## config.mk

```make
export PLATFORM = sky130hd
export DESIGN_NAME = calc_seq_ctrl_flat
export DESIGN_NICKNAME = d
export VERILOG_FILES = /design/src/rtl/calc_seq_ctrl_if.sv /design/src/rtl/calc_seq_ctrl.sv /design/src/flat_wrapper.sv
export SDC_FILE = /design/constraint.sdc
export NUM_CORES = 1
export LEC_CHECK = 0
export CAP_MARGIN = 20
export CELL_PAD_IN_SITES_DETAIL_PLACEMENT = 1
export CELL_PAD_IN_SITES_GLOBAL_PLACEMENT = 1
export CORE_UTILIZATION = 35
export CTS_BUF_LIST = sky130_fd_sc_hd__clkbuf_4
export CTS_CLUSTER_DIAMETER = 200
export CTS_CLUSTER_SIZE = 30
export DETAILED_ROUTE_END_ITERATION = 12
export PLACE_DENSITY = 0.83
export SLEW_MARGIN = 20
export SYNTH_ARGS = -nofsm -noshare
export SYNTH_HDL_FRONTEND = slang
export SYNTH_SLANG_ARGS = --single-unit
```

## constraint.sdc

```tcl
create_clock -name clk -period 2.51 [get_ports clk]
set_clock_uncertainty 0.1 [all_clocks]
set_input_delay 0.3765 -clock clk [delete_from_list [all_inputs] [get_ports clk]]
set_output_delay 0.3765 -clock clk [all_outputs]
set_load 0.02 [all_outputs]
```

## src/rtl/calc_seq_ctrl_if.sv

```systemverilog
// Keypad, ALU handshake and display bundle for calc_seq_ctrl.
// The controller uses the slave modport; the environment (keypad, ALU, display) uses master.
interface calc_seq_ctrl_if #(
  parameter int W = 14
);
  logic             btn_press;
  logic             is_num;
  logic             is_op;
  logic             is_eq;
  logic [3:0]       num_val;
  logic [1:0]       op_val;
  logic             alu_start;
  logic [W-1:0]     alu_a;
  logic [W-1:0]     alu_b;
  logic [1:0]       alu_op;
  logic             alu_done;
  logic [2*W-1:0]   alu_result;
  logic [2*W-1:0]   disp_val;
  logic [1:0]       disp_sel;
  logic             busy;
  logic             err;

  modport slave (
    input  btn_press, is_num, is_op, is_eq, num_val, op_val, alu_done, alu_result,
    output alu_start, alu_a, alu_b, alu_op, disp_val, disp_sel, busy, err
  );

  modport master (
    output btn_press, is_num, is_op, is_eq, num_val, op_val, alu_done, alu_result,
    input  alu_start, alu_a, alu_b, alu_op, disp_val, disp_sel, busy, err
  );
endinterface

```

## src/rtl/calc_seq_ctrl.sv

```systemverilog
// Calculator sequencer: keypad events -> operand A, operator, operand B -> ALU launch -> result display.
// Optional ALU watchdog enabled by defining CALC_ALU_TIMEOUT_EN.
//
// state   | meaning
// A_ENTRY | accumulating operand A, waiting for an operator
// B_ENTRY | accumulating operand B, waiting for "="
// EXEC    | ALU launched, waiting for alu_done (keys dropped)
// RESULT  | result held for display until the next digit
module calc_seq_ctrl #(
  parameter int DIGITS  = 4,
  parameter int W       = 14,
  parameter int TIMEOUT = 64
) (
  input  logic           clk,
  input  logic           rst,
  calc_seq_ctrl_if.slave bus
);

  localparam int            DW   = $clog2(DIGITS + 1);
  localparam logic [DW-1:0] DMAX = DW'(DIGITS);
  localparam logic [W-1:0]  TEN  = W'(10);

  // Elaboration-time sanity check on the parameter set.
  if ((TIMEOUT < 1) || ((10 ** DIGITS) - 1 >= (2 ** W))) begin : g_bad_cfg
    $error("calc_seq_ctrl: W cannot hold DIGITS decimal digits, or TIMEOUT < 1");
  end

  typedef enum logic [1:0] {
    A_ENTRY = 2'd0,
    B_ENTRY = 2'd1,
    EXEC    = 2'd2,
    RESULT  = 2'd3
  } state_e;

  state_e           state_q, state_d;
  logic             btn_q;
  logic [W-1:0]     a_q, a_d;
  logic [W-1:0]     b_q, b_d;
  logic [DW-1:0]    na_q, na_d;
  logic [DW-1:0]    nb_q, nb_d;
  logic [1:0]       op_q, op_d;
  logic [2*W-1:0]   res_q, res_d;
  logic             start_q, start_d;
  logic             key_ev;
  logic             op_ok;
  logic [1:0]       sel;

`ifdef CALC_ALU_TIMEOUT_EN
  localparam int TW = $clog2(TIMEOUT + 1);
  logic [TW-1:0]    tmr_q, tmr_d;
  logic             err_q, err_d;
`endif

  assign key_ev = bus.btn_press & ~btn_q;
  assign op_ok  = (bus.op_val == 2'd1) || (bus.op_val == 2'd2);

  always_ff @(posedge clk) begin
    if (!rst) begin
      state_q <= A_ENTRY;
      btn_q   <= 1'b0;
      a_q     <= '0;
      b_q     <= '0;
      na_q    <= '0;
      nb_q    <= '0;
      op_q    <= '0;
      res_q   <= '0;
      start_q <= 1'b0;
`ifdef CALC_ALU_TIMEOUT_EN
      tmr_q   <= '0;
      err_q   <= 1'b0;
`endif
    end else begin
      state_q <= state_d;
      btn_q   <= bus.btn_press;
      a_q     <= a_d;
      b_q     <= b_d;
      na_q    <= na_d;
      nb_q    <= nb_d;
      op_q    <= op_d;
      res_q   <= res_d;
      start_q <= start_d;
`ifdef CALC_ALU_TIMEOUT_EN
      tmr_q   <= tmr_d;
      err_q   <= err_d;
`endif
    end
  end

  always_comb begin
    state_d = state_q;
    a_d     = a_q;
    b_d     = b_q;
    na_d    = na_q;
    nb_d    = nb_q;
    op_d    = op_q;
    res_d   = res_q;
    start_d = 1'b0;
`ifdef CALC_ALU_TIMEOUT_EN
    tmr_d   = tmr_q;
    err_d   = err_q;
`endif

    unique case (state_q)
      A_ENTRY: begin
        if (key_ev) begin
          if (bus.is_num && (na_q != DMAX)) begin
            a_d  = a_q * TEN + W'(bus.num_val);
            na_d = na_q + DW'(1);
          end else if (bus.is_op && op_ok) begin
            op_d    = bus.op_val;
            b_d     = '0;
            nb_d    = '0;
            state_d = B_ENTRY;
          end
        end
      end

      B_ENTRY: begin
        if (key_ev) begin
          if (bus.is_num && (nb_q != DMAX)) begin
            b_d  = b_q * TEN + W'(bus.num_val);
            nb_d = nb_q + DW'(1);
          end else if (bus.is_op && op_ok && (nb_q == '0)) begin
            op_d = bus.op_val;
          end else if (bus.is_eq && (nb_q != '0)) begin
            start_d = 1'b1;
            state_d = EXEC;
`ifdef CALC_ALU_TIMEOUT_EN
            tmr_d   = TW'(TIMEOUT - 1);
`endif
          end
        end
      end

      EXEC: begin
        if (bus.alu_done) begin
          res_d   = bus.alu_result;
          state_d = RESULT;
`ifdef CALC_ALU_TIMEOUT_EN
        end else if (tmr_q == '0) begin
          res_d   = '0;
          err_d   = 1'b1;
          state_d = RESULT;
        end else begin
          tmr_d   = tmr_q - TW'(1);
`endif
        end
      end

      RESULT: begin
        // A digit starts a fresh calculation with that digit as A.
        if (key_ev && bus.is_num) begin
          a_d     = W'(bus.num_val);
          na_d    = DW'(1);
          b_d     = '0;
          nb_d    = '0;
          op_d    = '0;
`ifdef CALC_ALU_TIMEOUT_EN
          err_d   = 1'b0;
`endif
          state_d = A_ENTRY;
        end
      end

      default: state_d = A_ENTRY;
    endcase
  end

  always_comb begin
    sel = 2'd0;
    unique case (state_q)
      A_ENTRY: sel = 2'd0;
      B_ENTRY: sel = (nb_q != '0) ? 2'd1 : 2'd0;
      EXEC:    sel = 2'd1;
      RESULT:  sel = 2'd2;
      default: sel = 2'd0;
    endcase
  end

  always_comb begin
    bus.disp_val = {{W{1'b0}}, a_q};
    if (sel == 2'd1) begin
      bus.disp_val = {{W{1'b0}}, b_q};
    end else if (sel == 2'd2) begin
      bus.disp_val = res_q;
    end
  end

  assign bus.disp_sel  = sel;
  assign bus.alu_start = start_q;
  assign bus.alu_a     = a_q;
  assign bus.alu_b     = b_q;
  assign bus.alu_op    = op_q;
  assign bus.busy      = (state_q == EXEC);

`ifdef CALC_ALU_TIMEOUT_EN
  assign bus.err = err_q;
`else
  assign bus.err = 1'b0;
`endif

endmodule
```

## src/flat_wrapper.sv

```systemverilog
// flat-port wrapper written by rule: the top's interface ports become plain ports
module calc_seq_ctrl_flat 
#(
  parameter int DIGITS  = 4,
  parameter int W       = 14,
  parameter int TIMEOUT = 64
)
  (clk, rst, bus_btn_press, bus_is_num, bus_is_op, bus_is_eq, bus_num_val, bus_op_val, bus_alu_done, bus_alu_result, bus_alu_start, bus_alu_a, bus_alu_b, bus_alu_op, bus_disp_val, bus_disp_sel, bus_busy, bus_err);
  calc_seq_ctrl_if #(.W(W)) bus_i ();
  input  logic clk;
  input  logic rst;
  input wire logic [$bits(bus_i.btn_press)-1:0] bus_btn_press;
  input wire logic [$bits(bus_i.is_num)-1:0] bus_is_num;
  input wire logic [$bits(bus_i.is_op)-1:0] bus_is_op;
  input wire logic [$bits(bus_i.is_eq)-1:0] bus_is_eq;
  input wire logic [$bits(bus_i.num_val)-1:0] bus_num_val;
  input wire logic [$bits(bus_i.op_val)-1:0] bus_op_val;
  input wire logic [$bits(bus_i.alu_done)-1:0] bus_alu_done;
  input wire logic [$bits(bus_i.alu_result)-1:0] bus_alu_result;
  output wire logic [$bits(bus_i.alu_start)-1:0] bus_alu_start;
  output wire logic [$bits(bus_i.alu_a)-1:0] bus_alu_a;
  output wire logic [$bits(bus_i.alu_b)-1:0] bus_alu_b;
  output wire logic [$bits(bus_i.alu_op)-1:0] bus_alu_op;
  output wire logic [$bits(bus_i.disp_val)-1:0] bus_disp_val;
  output wire logic [$bits(bus_i.disp_sel)-1:0] bus_disp_sel;
  output wire logic [$bits(bus_i.busy)-1:0] bus_busy;
  output wire logic [$bits(bus_i.err)-1:0] bus_err;
  assign bus_i.btn_press = bus_btn_press;
  assign bus_i.is_num = bus_is_num;
  assign bus_i.is_op = bus_is_op;
  assign bus_i.is_eq = bus_is_eq;
  assign bus_i.num_val = bus_num_val;
  assign bus_i.op_val = bus_op_val;
  assign bus_i.alu_done = bus_alu_done;
  assign bus_i.alu_result = bus_alu_result;
  assign bus_alu_start = bus_i.alu_start;
  assign bus_alu_a = bus_i.alu_a;
  assign bus_alu_b = bus_i.alu_b;
  assign bus_alu_op = bus_i.alu_op;
  assign bus_disp_val = bus_i.disp_val;
  assign bus_disp_sel = bus_i.disp_sel;
  assign bus_busy = bus_i.busy;
  assign bus_err = bus_i.err;
  calc_seq_ctrl #(.DIGITS(DIGITS), .W(W), .TIMEOUT(TIMEOUT)) u_core (.clk(clk), .rst(rst), .bus(bus_i));
endmodule
```

==> summary.md, run 1 <==
| Metric | Value |
|---|---|
| Worst Path Required | `2.77 ns` |
| Final core area utilization | `55.85%` |
| Power per cell area | `299.4 mW/mm^2` |
| Transition time at the pin with the least slew margin | `0.6198 ns` |
| Sum of internal, switching and leakage power | `0.002232 W` |
| Total non-filler cell area in the finished layout | `0.007455 sq mm` |
| Largest net degree at the start of global routing | `30` |
| Startpoint class of the critical path | `flip-flop` |
| Post-synthesis cell area | `0.004826 sq mm` |
| Highest metal used | `met4` |
| Drt via density | `5.567` |
| Kind of end point of the critical path | `flip-flop` |
| Minimum setup slack among reg-to-reg paths | `-0.39 ns` |
| Cells after synthesis | `590` |
| Global-route usage over all layers | `26.52%` |
| Wire length of the first global-routing pass | `29.40 mm` |
| Wire length on met2 | `10.74 mm` |
| Antenna violations before repair | `0` |
| Area delta synth->final | `54.47%` |
| Placement-stage cell area | `0.006693 sq mm` |
| Latest clock arrival within the worst-skew pair | `0.47 ns` |
| Number of hold violations in the final report | `0` |
| Post-cts hold buffer count | `0` |
| Minimum clock period after layout | `2.899 ns` |
| Largest vdd supply drop | `0.0001601 V` |
| Root buf cell | `clkbuf_4` |
| Critical-path top delay cell | `dfxtp_4` |
| Share of async-settable or async-resettable flops after synthesis | `0%` |
| Detailed-route wire length | `21.08 mm` |
| DRT antenna net count | `0` |
| Ratio of cells with drive above 1 in the final layout | `31.20%` |
| Initial core utilization | `36.15%` |
| Ordered list of cells on the worst path | `ha_4 -> ha_4 -> fa_2 -> a21o_1 -> a21oi_4 -> buf_4 -> o21ai_2 -> xnor2_2 -> buf_4 -> and3_1 -> mux2i_1 -> nand2_1` |
| Arrival time at the worst endpoint | `3.16 ns` |
| Overall die height | `119.4 um` |
| Met1 Routed Length | `8.272 mm` |
| Residual DRC count | `0` |
| Flip-flop cell with the highest count after synthesis | `dfxtp_1` |
| Count of cell types in the netlist | `66` |
| Sequential cell area fraction in the yosys report | `28.21%` |
| Dominant cell type by area after synthesis | `dfxtp_1` |
| Number of nets in the layout | `874` |
| Final-report setup violation count | `23` |
| Top cells by area, synth | `dfxtp_1 28%, ha_1 13%, nand2_1 7.5%` |
| Non-filler cells, final | `958` |
| Number of buffers added on ports | `102` |
| Deepest clock path buffer count | `2` |
| Cell row count | `42` |
| Highest achievable clock rate | `0.3449 GHz` |
| Number of global-route vias before repair | `5587` |
| Clock tree sinks | `68` |
| Full die area | `0.01426 sq mm` |
| Post-route clock period utilization | `115.5%` |
| CTS H-Tree Depth | `3` |
| Via count | `5333` |
| # Max-Cap Violations | `0` |
| Detailed placement HPWL | `12.82 mm` |
| Failing checks | `negative setup slack` |
| YS warnings | `0` |
| Standby leakage power | `3.139 nW` |
| Number of max-slew violations in the final report | `0` |
| Starting DRC count in detailed routing | `377` |
| Synth Area per Inst | `8.179 sq um` |
| Number of nets in the synthesized netlist | `687` |
| Start-to-end type of the worst setup path | `reg -> reg` |
| Die width | `119.4 um` |
| Max transition margin | `58.53%` |
| Number of fill cells | `1556` |
| Antenna cell count | `0` |
| Area of the placeable core | `0.01335 sq mm` |
| DP Cell Count | `927` |
| Wirelength per Cell | `22.00 um` |
| Yosys top cell area share | `28.21%` |
| Number of top-level pins | `104` |
| Cts bufs inserted | `9` |
| Setup repair after global routing missed its margin | `yes` |
| Total global routing overflow | `0` |
| Flip-flop and latch count after synthesis | `68` |
| Total length of routed met3 wires | `1.047 mm` |
| Maximum single-stage delay on the critical path | `0.41 ns` |
| Count of flip-flops with a built-in enable after synthesis | `0` |
| Class of the most critical hold timing path | `in -> reg` |
| Outcome | `finished, violations left` |
| Placer's final routability congestion estimate | `0.8349` |
| Initial DRT Pass Iterations | `5` |
| Clock-pin transition on the worst setup and hold timing paths | `0.13 ns` |
| Clock tree from TritonCTS | `done` |
| CP max FO | `4` |
| Post-route worst setup slack | `-0.3893 ns` |
## report_power, final
part	switching, W	internal, W	leakage (nW)
Clock	0.000466	0.000212	0.0600
Combinational	0.000237	0.000213	2.52
Sequential	0.0000151	0.00109	0.560
## cell usage in the layout, fill, tap and decap left out, types with 6 or more instances in the layout
master and instances:
o21ai_1 14, inv_1 12, a21oi_1 51, clkbuf_4 10, xor2_1 8, dfxtp_1 48, mux2i_4 7, xnor2_1 17
buf_4 101, a21o_1 6, ha_1 37, a22oi_1 17, o21ai_2 8, dlygate4sd2_1 12, dfxtp_4 6, ha_4 13
clkdlybuf4s50_1 71, o21ai_0 8, nand2_1 94, dfxtp_2 14, mux2i_1 6, and2_1 18, nor2_1 37, buf_6 7
nand3_1 10, xor2_2 6, nand4_1 6
## logic make-up (layout without fill, tap and decap cells)
kind of cell             Yosys count  after routing  synth area share (%)
multiplexers                      17             17                 3.526
AO/OA/AOI/OAI                    145            145                 19.29
AND/OR/NAND/NOR                  220            220                 22.30
adder cells (fa/ha/maj)           56             56                 15.14
buffers and inverters             46            238                 4.278
flip-flops                        68             68                 28.21
XOR/XNOR                          37             37                 7.182
other                              1              1               0.07771
## metal layers
layer,vias up,track usage (%)
li1,2446,-
met1,2616,30.53
met2,200,47.89
met3,71,4.885
met4,0,10.94
met5,-,0
## Yosys cell counts, types with 4 or more instances
library cell  count
buf_2             6
clkbuf_1         17
mux2i_1          17
a21o_1            6
o21ai_0          25
and2_1           18
nor4_1            4
nand3_1          12
nand4_1           6
fa_1              4
o21ai_1           6
nor3b_1           4
xor2_1           12
nand4b_1          4
nor3_1            5
a21oi_1          56
nor2b_1           4
nand2b_1          5
xnor2_1          22
ha_1             52
a211oi_1          4
a22oi_1          17
nor2_1           39
nand2_1          96
dfxtp_1          68
inv_1            15
a211o_1           4
## layout make-up
class	count	area, sq um	share of cell area, %
multi-input cells	476	3829	51.36
inverters	16	60.06	0.8056
flip-flops and latches	68	1401	18.80
repair buffers	206	1828	24.52
clock inverters	6	41.29	0.5539
well taps	176	220.2	2.954
clock buffers	10	75.07	1.007
## state kept, by name, summed over array words and instances, names as in the netlist
name                  flops
u_core.state_q            2
u_core.btn_q              1
u_core.bus.alu_start      1
u_core.res_q             28
u_core.na_q               3
u_core.nb_q               3
u_core.bus.alu_b         14
u_core.bus.alu_op         2
u_core.bus.alu_a         14
## path summary, 6_finish.rpt
| path | startpoint | to | depth (start not counted) |
|---|---|---|---|
| setup reg to reg | u_core.bus.alu_b[3]$_SDFFE_PN0P_ | u_core.bus.alu_b[12]$_SDFFE_PN0P_ | 12 |
| hold reg to reg | u_core.res_q[19]$_SDFFE_PN0P_ | u_core.res_q[19]$_SDFFE_PN0P_ | 2 |
| hold / removal | bus_alu_result[8] | u_core.res_q[8]$_SDFFE_PN0P_ | 3 |
| setup / recovery | u_core.bus.alu_b[3]$_SDFFE_PN0P_ | u_core.bus.alu_b[12]$_SDFFE_PN0P_ | 12 |
## worst max-delay path: cells and delay by family, from the launching register on
kind / cells / cell delay, ns
muxes: 1 / 0.15
xor gates and xnor gates: 1 / 0.19
DFF: 1 / 0.41
adders and majority gates: 3 / 0.76
AOI/OAI and AO/OA: 3 / 0.56
and+or+nand+nor: 2 / 0.28
buffers and inverters: 2 / 0.33
## through the flow
step	setup TNS (ns)	hold WS, ns	setup slack (ns)
final	-3.166	0.3533	-0.3893
after global placement	-0.8553	0.3368	-0.2059
after detailed placement	-2.367	0.3451	-0.3892
after floorplan	-0.1673	0.3317	-0.07270
after CTS	-1.250	0.3366	-0.2402
after global routing	-4.899	0.3562	-0.4361
## timing repair
action                     4_1_cts  5_1_grt
gates resized for setup        156       50
cloned                           1        0
pin swaps                       28       17
setup endpoints to repair       43       36
buffers inserted                 7        9
Note: power is estimated with default switching activity, not from simulation.
==> inputs of run 2 (changes only) <==
--- a/config.mk
+++ b/config.mk
@@ -14,4 +14,5 @@
 export CTS_CLUSTER_SIZE = 30
 export DETAILED_ROUTE_END_ITERATION = 12
+export GPL_ROUTABILITY_DRIVEN = 0
 export PLACE_DENSITY = 0.83
 export SLEW_MARGIN = 20
@@ -19,2 +20,3 @@
 export SYNTH_HDL_FRONTEND = slang
 export SYNTH_SLANG_ARGS = --single-unit
+export TNS_END_PERCENT = 20
==> constraint.sdc (replaced) <==
create_clock -name clk -period 2.51 [get_ports clk]
set_clock_uncertainty 0.1 [all_clocks]
set_input_delay 0.6275 -clock clk [delete_from_list [all_inputs] [get_ports clk]]
set_output_delay 0.6275 -clock clk [all_outputs]
set_load 0.02 [all_outputs]
==> run 2 against run 1 <==
The flow still finishes with violations (negative setup slack); power grew 18%; flip-flop and latch count unchanged; non-clock buffer count rose by 18; largest cell class unchanged; global-route usage up 0.16 points; via count is 3.2% higher; final cell count is 1.9% higher; sequential power about the same; utilization is 0.90 points higher; design area is 1.6% higher; critical path type unchanged.
==> summary.md, run 2 (synthesis gave the netlist of run 1 again) <==
| Metric | Value |
|---|---|
| Standby leakage power | `3.231 nW (+2.9%)` |
| Root buf cell | `clkbuf_4` |
| Initial core utilization | `36.15% (unchanged)` |
| Drt via density | `5.641 (+1.3%)` |
| Starting DRC count in detailed routing | `423 (+12%)` |
| Ratio of cells with drive above 1 in the final layout | `34.00% (+2.8 points)` |
| Latest clock arrival within the worst-skew pair | `0.45 ns (-0.02 ns)` |
| DRT antenna net count | `0 (unchanged)` |
| Detailed placement HPWL | `13.20 mm (+2.9%)` |
| Initial DRT Pass Iterations | `4 (-1)` |
| Tightest hold margin | `0.3613 ns (+0.007961 ns)` |
| Arrival time at the worst endpoint | `3.19 ns (+0.03 ns)` |
| Class of the most critical hold timing path | `reg -> reg` |
| Bufs and invs on worst path | `1 (-1)` |
| Failing checks | `negative setup slack` |
| Overall die height | `119.4 um (unchanged)` |
| CP max FO | `5 (+1)` |
| Cts bufs inserted | `9 (unchanged)` |
| Number of buffers added on ports | `102 (unchanged)` |
| Register cell area after layout | `0.001400 sq mm (about the same)` |
| Number of hold violations in the final report | `0 (unchanged)` |
| Critical-path top delay cell | `dfxtp_4` |
| Number of global-route vias before repair | `5863 (+4.9%)` |
| Number of nets in the layout | `892 (+2.1%)` |
| Largest vdd supply drop | `0.0002098 V (+31%)` |
| Wirelength per Cell | `22.27 um (+1.2%)` |
| Setup tns final | `-6.777 ns (-3.611 ns)` |
| CTS H-Tree Depth | `3 (unchanged)` |
| Most frequent cells in the layout | `118 x buf_4, 94 x nand2_1, 71 x clkdlybuf4s50_1, 52 x a21oi_1, 49 x dfxtp_1` |
| Ordered list of cells on the worst path | `ha_1 -> ha_4 -> fa_2 -> buf_4 -> xor2_4 -> nor3b_4 -> nand4_4 -> nor3b_4 -> mux2i_1 -> nand2_1` |
| Global-route usage over all layers | `26.68% (+0.16 points)` |
| Final-report setup violation count | `28 (+22%)` |
| Detailed-route wire length | `21.74 mm (+3.1%)` |
| Cell row count | `42 (unchanged)` |
| Family of cells with the greatest summed delay on the critical path | `simple AND/OR/NAND/NOR gates` |
| Power per cell area | `349.1 mW/mm^2 (+17%)` |
| Most Frequent Cell on Critical Path | `nor3b_4` |
| Outcome | `finished, violations left` |
| Largest register FFs | `28 (unchanged)` |
| Residual DRC count | `0 (unchanged)` |
| Area of the placeable core | `0.01335 sq mm (unchanged)` |
| Minimum clock period after layout | `2.959 ns (+0.05997 ns)` |
| Maximum single-stage delay on the critical path | `0.40 ns (about the same)` |
| Minimum setup slack among reg-to-reg paths | `-0.45 ns (-0.06 ns)` |
| Largest net degree at the start of global routing | `41 (+37%)` |
| Highest achievable clock rate | `0.3379 GHz (-2.0%)` |
| Kind of end point of the critical path | `flip-flop` |
| Startpoint class of the critical path | `flip-flop` |
| Number of top-level pins | `104 (unchanged)` |
| Area taken by multi-input logic gates | `0.003797 sq mm (-0.82%)` |
| Via count | `5506 (+3.2%)` |
| Wire length of the first global-routing pass | `29.93 mm (+1.8%)` |
| Die width | `119.4 um (unchanged)` |
| Full die area | `0.01426 sq mm (unchanged)` |
| Post-route worst setup slack | `-0.4493 ns (-0.05997 ns)` |
| Worst Path Required | `2.74 ns (-0.03 ns)` |
| Clock tree from TritonCTS | `done` |
| Top register by number of flip-flops | `u_core.res_q` |
| Transition time at the pin with the least slew margin | `0.7132 ns (+0.09347 ns)` |
| Number of fill cells | `1569 (+0.84%)` |
| Max transition margin | `51.95% (-6.6 points)` |
| Antenna violations before repair | `0 (unchanged)` |
| Clock tree sinks | `68 (unchanged)` |
| Post-route clock period utilization | `117.9% (+2.4 points)` |
| Number of max-slew violations in the final report | `0 (unchanged)` |
| # Max-Cap Violations | `0 (unchanged)` |
| Antenna cell count | `0 (unchanged)` |
| Clock-pin transition on the worst setup and hold timing paths | `0.13 ns (about the same)` |
| DP Cell Count | `943 (+1.7%)` |
| Leading cell type in the layout, fill and taps excluded | `buf_4` |
| Total global routing overflow | `0 (unchanged)` |
| Non-filler cells, final | `976 (+1.9%)` |
| Setup repair after global routing missed its margin | `yes` |
| Start-to-end type of the worst setup path | `reg -> reg` |
| Deepest clock path buffer count | `2 (unchanged)` |
| Area delta synth->final | `56.96%` |
[run 2: changes by cell type in the layout (fill, tap and decap cells not counted), moves of 6 or more]
cell	change
clkbuf_2	+10
dlygate4sd2_1	-11
buf_4	+17
o21ai_1	+6
buf_2	+7
[run 2: final cells by class]
| cell class | instances | area share (%) |
|---|---|---|
| Multi-Input combinational cell | 476 | 50.13 |
| Timing Repair Buffer | 224 | 24.98 |
| Sequential cell | 68 | 18.48 |
| Tap cell | 176 | 2.907 |
| Clock inverter | 7 | 1.817 |
| Clock buffer | 9 | 0.8920 |
| Inverter | 16 | 0.7929 |
[run 2: routing by layer]
layer | vias up | wire length, um | global-route usage, %
li1 | 2480 | - | -
met1 | 2714 | 8590 | 29.10
met2 | 224 | 11250 | 49.85
met3 | 88 | 888 | 4.310
met4 | 0 | 1012 | 12.66
met5 | - | 0 | 0
[run 2: path summary, 6_finish.rpt]
kind / from / to / cells after the start
setup reg to reg: u_core.bus.alu_b[2]$_SDFFE_PN0P_ / u_core.bus.alu_b[12]$_SDFFE_PN0P_ / 10
hold reg to reg: u_core.res_q[27]$_SDFFE_PN0P_ / u_core.res_q[27]$_SDFFE_PN0P_ / 2
hold / removal: u_core.res_q[27]$_SDFFE_PN0P_ / u_core.res_q[27]$_SDFFE_PN0P_ / 2
setup / recovery: u_core.bus.alu_b[2]$_SDFFE_PN0P_ / u_core.bus.alu_b[12]$_SDFFE_PN0P_ / 10
[run 2: timing repair]
| item | CTS | global route |
|---|---|---|
| buffers inserted | 5 | 11 |
| hold buffers | 0 | 0 |
| pin swaps | 11 | 29 |
| endpoints found under the setup margin | 43 | 42 |
| gates cloned | 1 | 0 |
| resized for setup | 156 | 66 |
[run 2: per-stage QoR]
| stage | total power (W) | instance area (sq um) | utilization, % | setup slack, ns |
|---|---|---|---|---|
| finish | 0.002644 | 7575 | 56.75 | -0.4493 |
| global route | 0.002717 | 7575 | 56.75 | -0.5568 |
| CTS | 0.002590 | 7244 | 54.27 | -0.2254 |
| detailed placement | 0.001550 | 6823 | 51.12 | -0.6841 |
| global placement | 0.001527 | 6823 | 51.12 | -0.5078 |
| floorplan | 0.001327 | 4902 | - | -0.07270 |
[run 2: worst min-delay path, delay by kind of cell, from the launching register on]
family,cells,cell delay (ns)
DFF,1,0.33
and+or+nand+nor,1,0.05
AOI/OAI and AO/OA,1,0.05
[run 2: power breakdown]
group,switching [W],internal [W],leakage (nW)
registers,0.0000145,0.00109,0.560
clock network,0.000471,0.000602,0.104
logic,0.000246,0.000222,2.57
